## config.mk

```make
export PLATFORM = sky130hd
export DESIGN_NAME = trng_bias_ctrl_flat
export DESIGN_NICKNAME = d
export VERILOG_FILES = /design/src/rtl/trng_pkg.sv /design/src/rtl/trng_bias_ctrl_if.sv /design/src/rtl/trng_byte_packer.sv /design/src/rtl/trng_bias_ctrl.sv /design/src/flat_wrapper.sv
export SDC_FILE = /design/constraint.sdc
export NUM_CORES = 1
export LEC_CHECK = 0
export ABC_AREA = 1
export CAP_MARGIN = 15
export CORE_AREA = 2 2 68 70
export DETAILED_ROUTE_END_ITERATION = 8
export DIE_AREA = 0 0 70 72
export PLACE_DENSITY = 0.82
export REMOVE_ABC_BUFFERS = 1
export SYNTH_ARGS = -nofsm -noshare
export SYNTH_HDL_FRONTEND = slang
export SYNTH_SLANG_ARGS = --single-unit
```

## constraint.sdc

```tcl
create_clock -name clk -period 3.57 [get_ports clk]
set_input_delay 1.071 -clock clk [delete_from_list [all_inputs] [get_ports clk]]
set_output_delay 1.071 -clock clk [all_outputs]
set_load 0.03 [all_outputs]
```

## src/rtl/trng_pkg.sv

```systemverilog
// Shared definitions for the TRNG bias calibrator and its byte packer.
// Holds the controller state encoding, the output byte width and the
// majority threshold used to judge each calibration window.
package trng_pkg;

  // Controller states: IDLE until started, SETTLE/MEASURE/EVAL once per
  // trial bit of the successive-approximation search, RUN afterwards.
  typedef enum logic [2:0] {
    ST_IDLE,
    ST_SETTLE,
    ST_MEASURE,
    ST_EVAL,
    ST_RUN
  } state_t;

  // Width of the assembled random word.
  localparam int BYTE_W = 8;

  // Half of a 2^log2w sample window: a window with more ones than this
  // means the oscillator is biased towards 1 at the current code.
  function automatic int win_half(input int log2w);
    return (1 << log2w) / 2;
  endfunction

endpackage

```

## src/rtl/trng_bias_ctrl_if.sv

```systemverilog
// Random byte stream: byte_data qualified by byte_valid, accepted on byte_ready.
// Producer (master) holds byte_data/byte_valid stable until byte_ready is seen.
// Ports: byte_data[7:0], byte_valid (producer -> consumer), byte_ready (back).
interface trng_bias_ctrl_if;
  import trng_pkg::*;

  logic [BYTE_W-1:0] byte_data;
  logic              byte_valid;
  logic              byte_ready;

  modport master (
    output byte_data,
    output byte_valid,
    input  byte_ready
  );

  modport slave (
    input  byte_data,
    input  byte_valid,
    output byte_ready
  );

endinterface

```

## src/rtl/trng_byte_packer.sv

```systemverilog
// Packs accepted oscillator bits LSB-first into bytes on a valid/ready stream.
// Latency: byte_valid rises the cycle after the 8th accepted bit.
// Backpressure: a byte completing while the held byte is unaccepted is dropped
// and the sticky overrun flag is set; assembly never stalls.
// Ports: clk, rst (sync, active-high), clr (drop partial byte, valid and
// overrun), smp_vld/smp (raw sample stream), byte_if (master), overrun.
// Build option TRNG_VN_EN: Von Neumann corrector on non-overlapping sample
// pairs (01 -> 0, 10 -> 1, 00/11 discarded); otherwise every sample is used.
module trng_byte_packer
  import trng_pkg::*;
(
  input  logic             clk,
  input  logic             rst,
  input  logic             clr,
  input  logic             smp_vld,
  input  logic             smp,
  trng_bias_ctrl_if.master byte_if,
  output logic             overrun
);

  localparam int CNT_W = $clog2(BYTE_W);

  logic [BYTE_W-1:0] shreg;
  logic [CNT_W-1:0]  bit_cnt;
  logic              acc_vld;
  logic              acc_bit;
  logic [BYTE_W-1:0] assembled;
  logic              complete;
  logic              xfer;

`ifdef TRNG_VN_EN
  // First sample of the current pair, held until its partner arrives.
  logic pend;
  logic first;

  always_ff @(posedge clk) begin
    if (rst || clr) begin
      pend  <= 1'b0;
      first <= 1'b0;
    end else if (smp_vld) begin
      if (!pend) begin
        first <= smp;
        pend  <= 1'b1;
      end else begin
        pend  <= 1'b0;
      end
    end
  end

  // Only an unequal pair yields a bit, and its value is the first sample.
  assign acc_vld = smp_vld && pend && (first != smp);
  assign acc_bit = first;
`else
  assign acc_vld = smp_vld;
  assign acc_bit = smp;
`endif

  // New bits enter at the top so the first bit ends up in bit 0.
  assign assembled = {acc_bit, shreg[BYTE_W-1:1]};
  assign complete  = acc_vld && (bit_cnt == CNT_W'(BYTE_W - 1));
  assign xfer      = byte_if.byte_valid && byte_if.byte_ready;

  always_ff @(posedge clk) begin
    if (rst) begin
      shreg              <= '0;
      bit_cnt            <= '0;
      byte_if.byte_data  <= '0;
      byte_if.byte_valid <= 1'b0;
      overrun            <= 1'b0;
    end else if (clr) begin
      shreg              <= '0;
      bit_cnt            <= '0;
      byte_if.byte_valid <= 1'b0;
      overrun            <= 1'b0;
    end else begin
      if (acc_vld) begin
        shreg   <= assembled;
        bit_cnt <= bit_cnt + 1'b1;  // wraps to 0 after the 8th bit
      end
      // The output slot is free if empty or being emptied this cycle, so a
      // completion coinciding with a transfer is loaded, not dropped.
      if (complete && (!byte_if.byte_valid || byte_if.byte_ready)) begin
        byte_if.byte_data  <= assembled;
        byte_if.byte_valid <= 1'b1;
      end else if (xfer) begin
        byte_if.byte_valid <= 1'b0;
      end
      if (complete && byte_if.byte_valid && !byte_if.byte_ready) begin
        overrun <= 1'b1;
      end
    end
  end

endmodule

```

## src/rtl/trng_bias_ctrl.sv

```systemverilog
// TRNG bias calibrator: successive-approximation search of the VDAC code that
// balances the oscillator, then streams random bytes through the packer.
// Latency: BITWIDTH*(SETTLE_CYC+2^WIN_LOG2+1) cycles from start to RUN.
// Backpressure: handled by the packer (drop + sticky overrun), FSM never stalls.
// Ports: clk, rst (sync, active-high), start, rnd_bit, dac_code, dac_en,
// busy, cal_done, overrun, byte_if (master: byte_data/byte_valid/byte_ready).
// Build option TRNG_VN_EN: enables the Von Neumann corrector in the packer.
module trng_bias_ctrl
  import trng_pkg::*;
#(
  parameter int BITWIDTH   = 8,
  parameter int WIN_LOG2   = 8,
  parameter int SETTLE_CYC = 16
) (
  input  logic                clk,
  input  logic                rst,
  input  logic                start,
  input  logic                rnd_bit,
  output logic [BITWIDTH-1:0] dac_code,
  output logic                dac_en,
  output logic                busy,
  output logic                cal_done,
  output logic                overrun,
  trng_bias_ctrl_if.master    byte_if
);

  localparam int W     = 1 << WIN_LOG2;
  localparam int CMAX  = (SETTLE_CYC > W) ? SETTLE_CYC : W;
  localparam int CNT_W = (CMAX > 1) ? $clog2(CMAX) : 1;
  localparam int K_W   = (BITWIDTH > 1) ? $clog2(BITWIDTH) : 1;

  localparam logic [CNT_W-1:0]    SETTLE_LAST = CNT_W'(SETTLE_CYC - 1);
  localparam logic [CNT_W-1:0]    MEAS_LAST   = CNT_W'(W - 1);
  localparam logic [WIN_LOG2:0]   HALF        = (WIN_LOG2 + 1)'(win_half(WIN_LOG2));
  localparam logic [BITWIDTH-1:0] MSB_CODE    = BITWIDTH'(1) << (BITWIDTH - 1);

  state_t              state, state_nxt;
  logic [BITWIDTH-1:0] code_nxt;
  logic [K_W-1:0]      k, k_nxt;          // bit currently on trial
  logic [CNT_W-1:0]    cnt, cnt_nxt;      // settle / window cycle counter
  logic [WIN_LOG2:0]   ones, ones_nxt;    // one extra bit: W ones never wrap
  logic                cal_done_nxt;

  always_ff @(posedge clk) begin
    if (rst) begin
      state    <= ST_IDLE;
      dac_code <= '0;
      k        <= '0;
      cnt      <= '0;
      ones     <= '0;
      cal_done <= 1'b0;
    end else begin
      state    <= state_nxt;
      dac_code <= code_nxt;
      k        <= k_nxt;
      cnt      <= cnt_nxt;
      ones     <= ones_nxt;
      cal_done <= cal_done_nxt;
    end
  end

  always_comb begin
    state_nxt    = state;
    code_nxt     = dac_code;
    k_nxt        = k;
    cnt_nxt      = cnt;
    ones_nxt     = ones;
    cal_done_nxt = cal_done;
    busy         = 1'b0;
    dac_en       = 1'b1;

    case (state)
      ST_IDLE, ST_RUN: begin
        dac_en = (state == ST_RUN);
        if (start) begin
          state_nxt    = ST_SETTLE;
          code_nxt     = MSB_CODE;
          k_nxt        = K_W'(BITWIDTH - 1);
          cnt_nxt      = '0;
          cal_done_nxt = 1'b0;
        end
      end

      ST_SETTLE: begin
        busy = 1'b1;
        if (cnt == SETTLE_LAST) begin
          cnt_nxt   = '0;
          ones_nxt  = '0;
          state_nxt = ST_MEASURE;
        end else begin
          cnt_nxt = cnt + 1'b1;
        end
      end

      ST_MEASURE: begin
        busy     = 1'b1;
        ones_nxt = ones + (WIN_LOG2 + 1)'(rnd_bit);
        if (cnt == MEAS_LAST) begin
          cnt_nxt   = '0;
          state_nxt = ST_EVAL;
        end else begin
          cnt_nxt = cnt + 1'b1;
        end
      end

      ST_EVAL: begin
        busy = 1'b1;
        // Too many ones: code is above the balance point, drop this bit.
        // A tie keeps it.
        if (ones > HALF) begin
          code_nxt[k] = 1'b0;
        end
        if (k != '0) begin
          code_nxt[k - 1'b1] = 1'b1;
          k_nxt              = k - 1'b1;
          state_nxt          = ST_SETTLE;
        end else begin
          state_nxt    = ST_RUN;
          cal_done_nxt = 1'b1;
        end
      end

      default: begin
        state_nxt = ST_IDLE;
      end
    endcase
  end

  // Start while busy is ignored, so only a RUN-state start flushes the packer.
  logic pk_clr;
  logic pk_smp_vld;

  assign pk_clr     = start && (state == ST_RUN);
  assign pk_smp_vld = (state == ST_RUN);

  trng_byte_packer u_packer (
    .clk     (clk),
    .rst     (rst),
    .clr     (pk_clr),
    .smp_vld (pk_smp_vld),
    .smp     (rnd_bit),
    .byte_if (byte_if),
    .overrun (overrun)
  );

endmodule

```

## src/flat_wrapper.sv

```systemverilog
// flat-port wrapper written by rule: the top's interface ports become plain ports
module trng_bias_ctrl_flat import trng_pkg::*;
#(
  parameter int BITWIDTH   = 8,
  parameter int WIN_LOG2   = 8,
  parameter int SETTLE_CYC = 16
)
  (clk, rst, start, rnd_bit, dac_code, dac_en, busy, cal_done, overrun, byte_if_byte_data, byte_if_byte_valid, byte_if_byte_ready);
  trng_bias_ctrl_if byte_if_i ();
  input  logic clk;
  input  logic rst;
  input  logic start;
  input  logic rnd_bit;
  output logic [BITWIDTH-1:0] dac_code;
  output logic dac_en;
  output logic busy;
  output logic cal_done;
  output logic overrun;
  output wire logic [$bits(byte_if_i.byte_data)-1:0] byte_if_byte_data;
  output wire logic [$bits(byte_if_i.byte_valid)-1:0] byte_if_byte_valid;
  input wire logic [$bits(byte_if_i.byte_ready)-1:0] byte_if_byte_ready;
  assign byte_if_byte_data = byte_if_i.byte_data;
  assign byte_if_byte_valid = byte_if_i.byte_valid;
  assign byte_if_i.byte_ready = byte_if_byte_ready;
  trng_bias_ctrl #(.BITWIDTH(BITWIDTH), .WIN_LOG2(WIN_LOG2), .SETTLE_CYC(SETTLE_CYC)) u_core (.clk(clk), .rst(rst), .start(start), .rnd_bit(rnd_bit), .dac_code(dac_code), .dac_en(dac_en), .busy(busy), .cal_done(cal_done), .overrun(overrun), .byte_if(byte_if_i));
endmodule
```

==> results.txt <==
Status = completed
Ratio of cells with drive above 1 in the final layout = 4.76%
Final critical-path setup slack = 863 ps
Worst setup SP type = flop
Critical path class = flop to primary output
Dpl ws = 864 ps
Largest net degree at the start of global routing = 23
Gpl congestion = 0.895
Gr usage total = 21.8%
Fin. Hold Viols = 0
Ant. Diodes = 0
Die Y = 72 microns
Chip width = 70 microns
Final WL = 5.18 mm
Buffers on Ports = 25
Critical Path End Type = primary output
RSZ-0062 raised after global routing = false
Worst path arrival time = 1640 ps
Final worst path period share = 75.8%
Max Root-Sink Buffers = 2
R2r endpoint = u_core.u_packer.overrun
Worst-Skew Late Latency = 310 ps
Row cnt = 24
Vias in the first global route = 2139
Wire length per cell = 11.5 microns
Post-CTS setup buffer count = 0
Worst slew pin tran = 858 ps
Grt total ovfl = 0
Cts repair resizes = 0
First-pass GRT wire length = 9.14 mm
Sequential fraction of the synthesis area = 41.4%
Slew margin rel. = 42.4%
Area added between synthesis and finish = 15.4%
Synth area leaders = dfxtp_1, nand2_1, a21oi_1
CP startpoint = u_core.state[1]
Ys flop type = dfxtp_1
Top-count cell post-synth = nand2_1
H-tree Lvls = 2
Register bit total from synthesis = 52
Routed vias/inst = 5.28
Total Die Area = 5040 sq um
ANT nets after route = 0
Top post-synthesis cells by count = nand2_1, dfxtp_1, nor2_1
Post-synth EDFFs = 0
Worst Path Required = 2500 ps
CTS root buf = clkbuf_8
Initial detailed-routing violation count = 166
Starting density of the core = 59.0%
Final min period = 2710 ps
Yosys top cell area share = 41.4%
Hold depth = 2
CTS tree = done
Critical Path Fanout Max = 6
Placed Area = 2810 sq um
Num ports = 26
Clock sinks = 52
Fmax = 369 MHz
Number of max-cap violations = 0
R2R Setup Slk = 1520 ps
Total power = 1.06 mW
CTS clk-pin slew, worst paths = 100 ps
Num CTS Buffers = 5
Reg-to-Reg Start = u_core.state[0]
Distinct cells, synth = 25
Synth Warn # = 0
Peak VDD IR = 0.245 mV
Reg2reg path depth = 6
Skew final = 9.13 ps
Largest area contributor in the netlist = dfxtp_1
Min-delay src = u_core.ones[6]
Setup TNS = 0 ps
Pwr dens = 367 nW/um^2
Syn Area/Cell = 6.76 sq um
# DRC = 0
Total core area = 4260 sq um
Post-route design area = 2900 sq um
Synthesized instance count = 372
Ys async rst share = 0%
# setup viols final = 0
Max Transition Viols Final = 0
Pleak = 1.18 nW
Nets = 410
Hold path endpoint = u_core.ones[6]
Post-Syn Area = 2520 sq um
DR vias = 2380
Hold Path Class = flop to flop
DR pass1 iterations = 4
Dpl hpwl = 3.83 mm
Initial antenna violation count = 0
CTS Hold Bufs = 0
## cells in the final DEF, fill, tap and decap left out
cell and instances:
nand2_1 98, dfxtp_1 52, nor2_1 46, inv_1 41, a21oi_1 35, nand3_1 29, o21ai_0 28, clkdlybuf4s50_1 25
ha_1 7, nand4_1 5, clkbuf_8 5, inv_2 4, nor3_1 3, nor2_4 2, o211ai_1 2, xor2_1 2
a31oi_1 2, xnor2_1 2, o31ai_1 2, clkinv_4 2, buf_4 2, nor2_2 1, nand2_2 1, nor3_4 1
o21ai_1 1, inv_6 1
## power breakdown
part / switching [mW] / leakage (nW) / internal (mW)
Combinational: 0.0796 / 0.706 / 0.0396
Sequential: 0.00853 / 0.420 / 0.588
Clock: 0.205 / 0.0487 / 0.143
## worst max path at each step
stage | to | slack, ps | cells past startpoint
2_1_floorplan | u_core.ones[6] | 1570 | 7
3_3_place_gp | u_core.ones[6] | 930 | 8
3_5_place_dp | u_core.u_packer.overrun | 860 | 4
4_1_cts | busy | 850 | 3
5_1_grt | busy | 760 | 3
6_report | busy | 860 | 3
## critical path, stage by stage, from the launching register on
cell and delay [ps]:
dfxtp_1 430, nor2_4 70, nor2_1 110, clkdlybuf4s50_1 720
## final cells by class
cell class,instances,area [sq um]
clock inverters,3,26.3
clock buffers,5,68.8
flip-flops and latches,52,1040
inverters,45,169
fillers,369,1360
multi-input cells,267,1270
repair buffers,27,265
well taps,52,65.1
## logic make-up after synthesis
group / synth area share, %
flops: 41.4
compound gates: 14.4
xor+xnor: 1.39
fa+ha+maj: 3.48
simple gates: 31.1
buf+inv: 8.20
## per-layer routing
layer / global-route usage (%) / vias to the layer above / wire (microns)
met2: 36.8 / 49 / 2420
li1: - / 1247 / -
met1: 27.9 / 1077 / 2370
met3: 5.28 / 7 / 328
met5: 0 / - / 0
met4: 6.84 / 0 / 55
## registers in the layout, indices dropped and copies added (netlist names)
| name | count |
|---|---|
| u_core.ones | 9 |
| u_core.cnt | 8 |
| u_core.dac_code | 8 |
| u_core.u_packer.byte_if.byte_data | 8 |
| u_core.u_packer.shreg | 7 |
| u_core.k | 3 |
| u_core.state | 3 |
| u_core.u_packer.bit_cnt | 3 |
| u_core.cal_done | 1 |
| u_core.u_packer.byte_if.byte_valid | 1 |
| u_core.u_packer.overrun | 1 |
## stage by stage
stage	utilization [%]	hold slack, ps	cells
6_report	68.1	463	451
5_1_grt	68.1	482	451
4_1_cts	68.1	462	451
3_3_place_gp	65.9	447	443
3_5_place_dp	65.9	447	443
2_1_floorplan	-	435	364
Note: power is estimated with default switching activity, not from simulation.
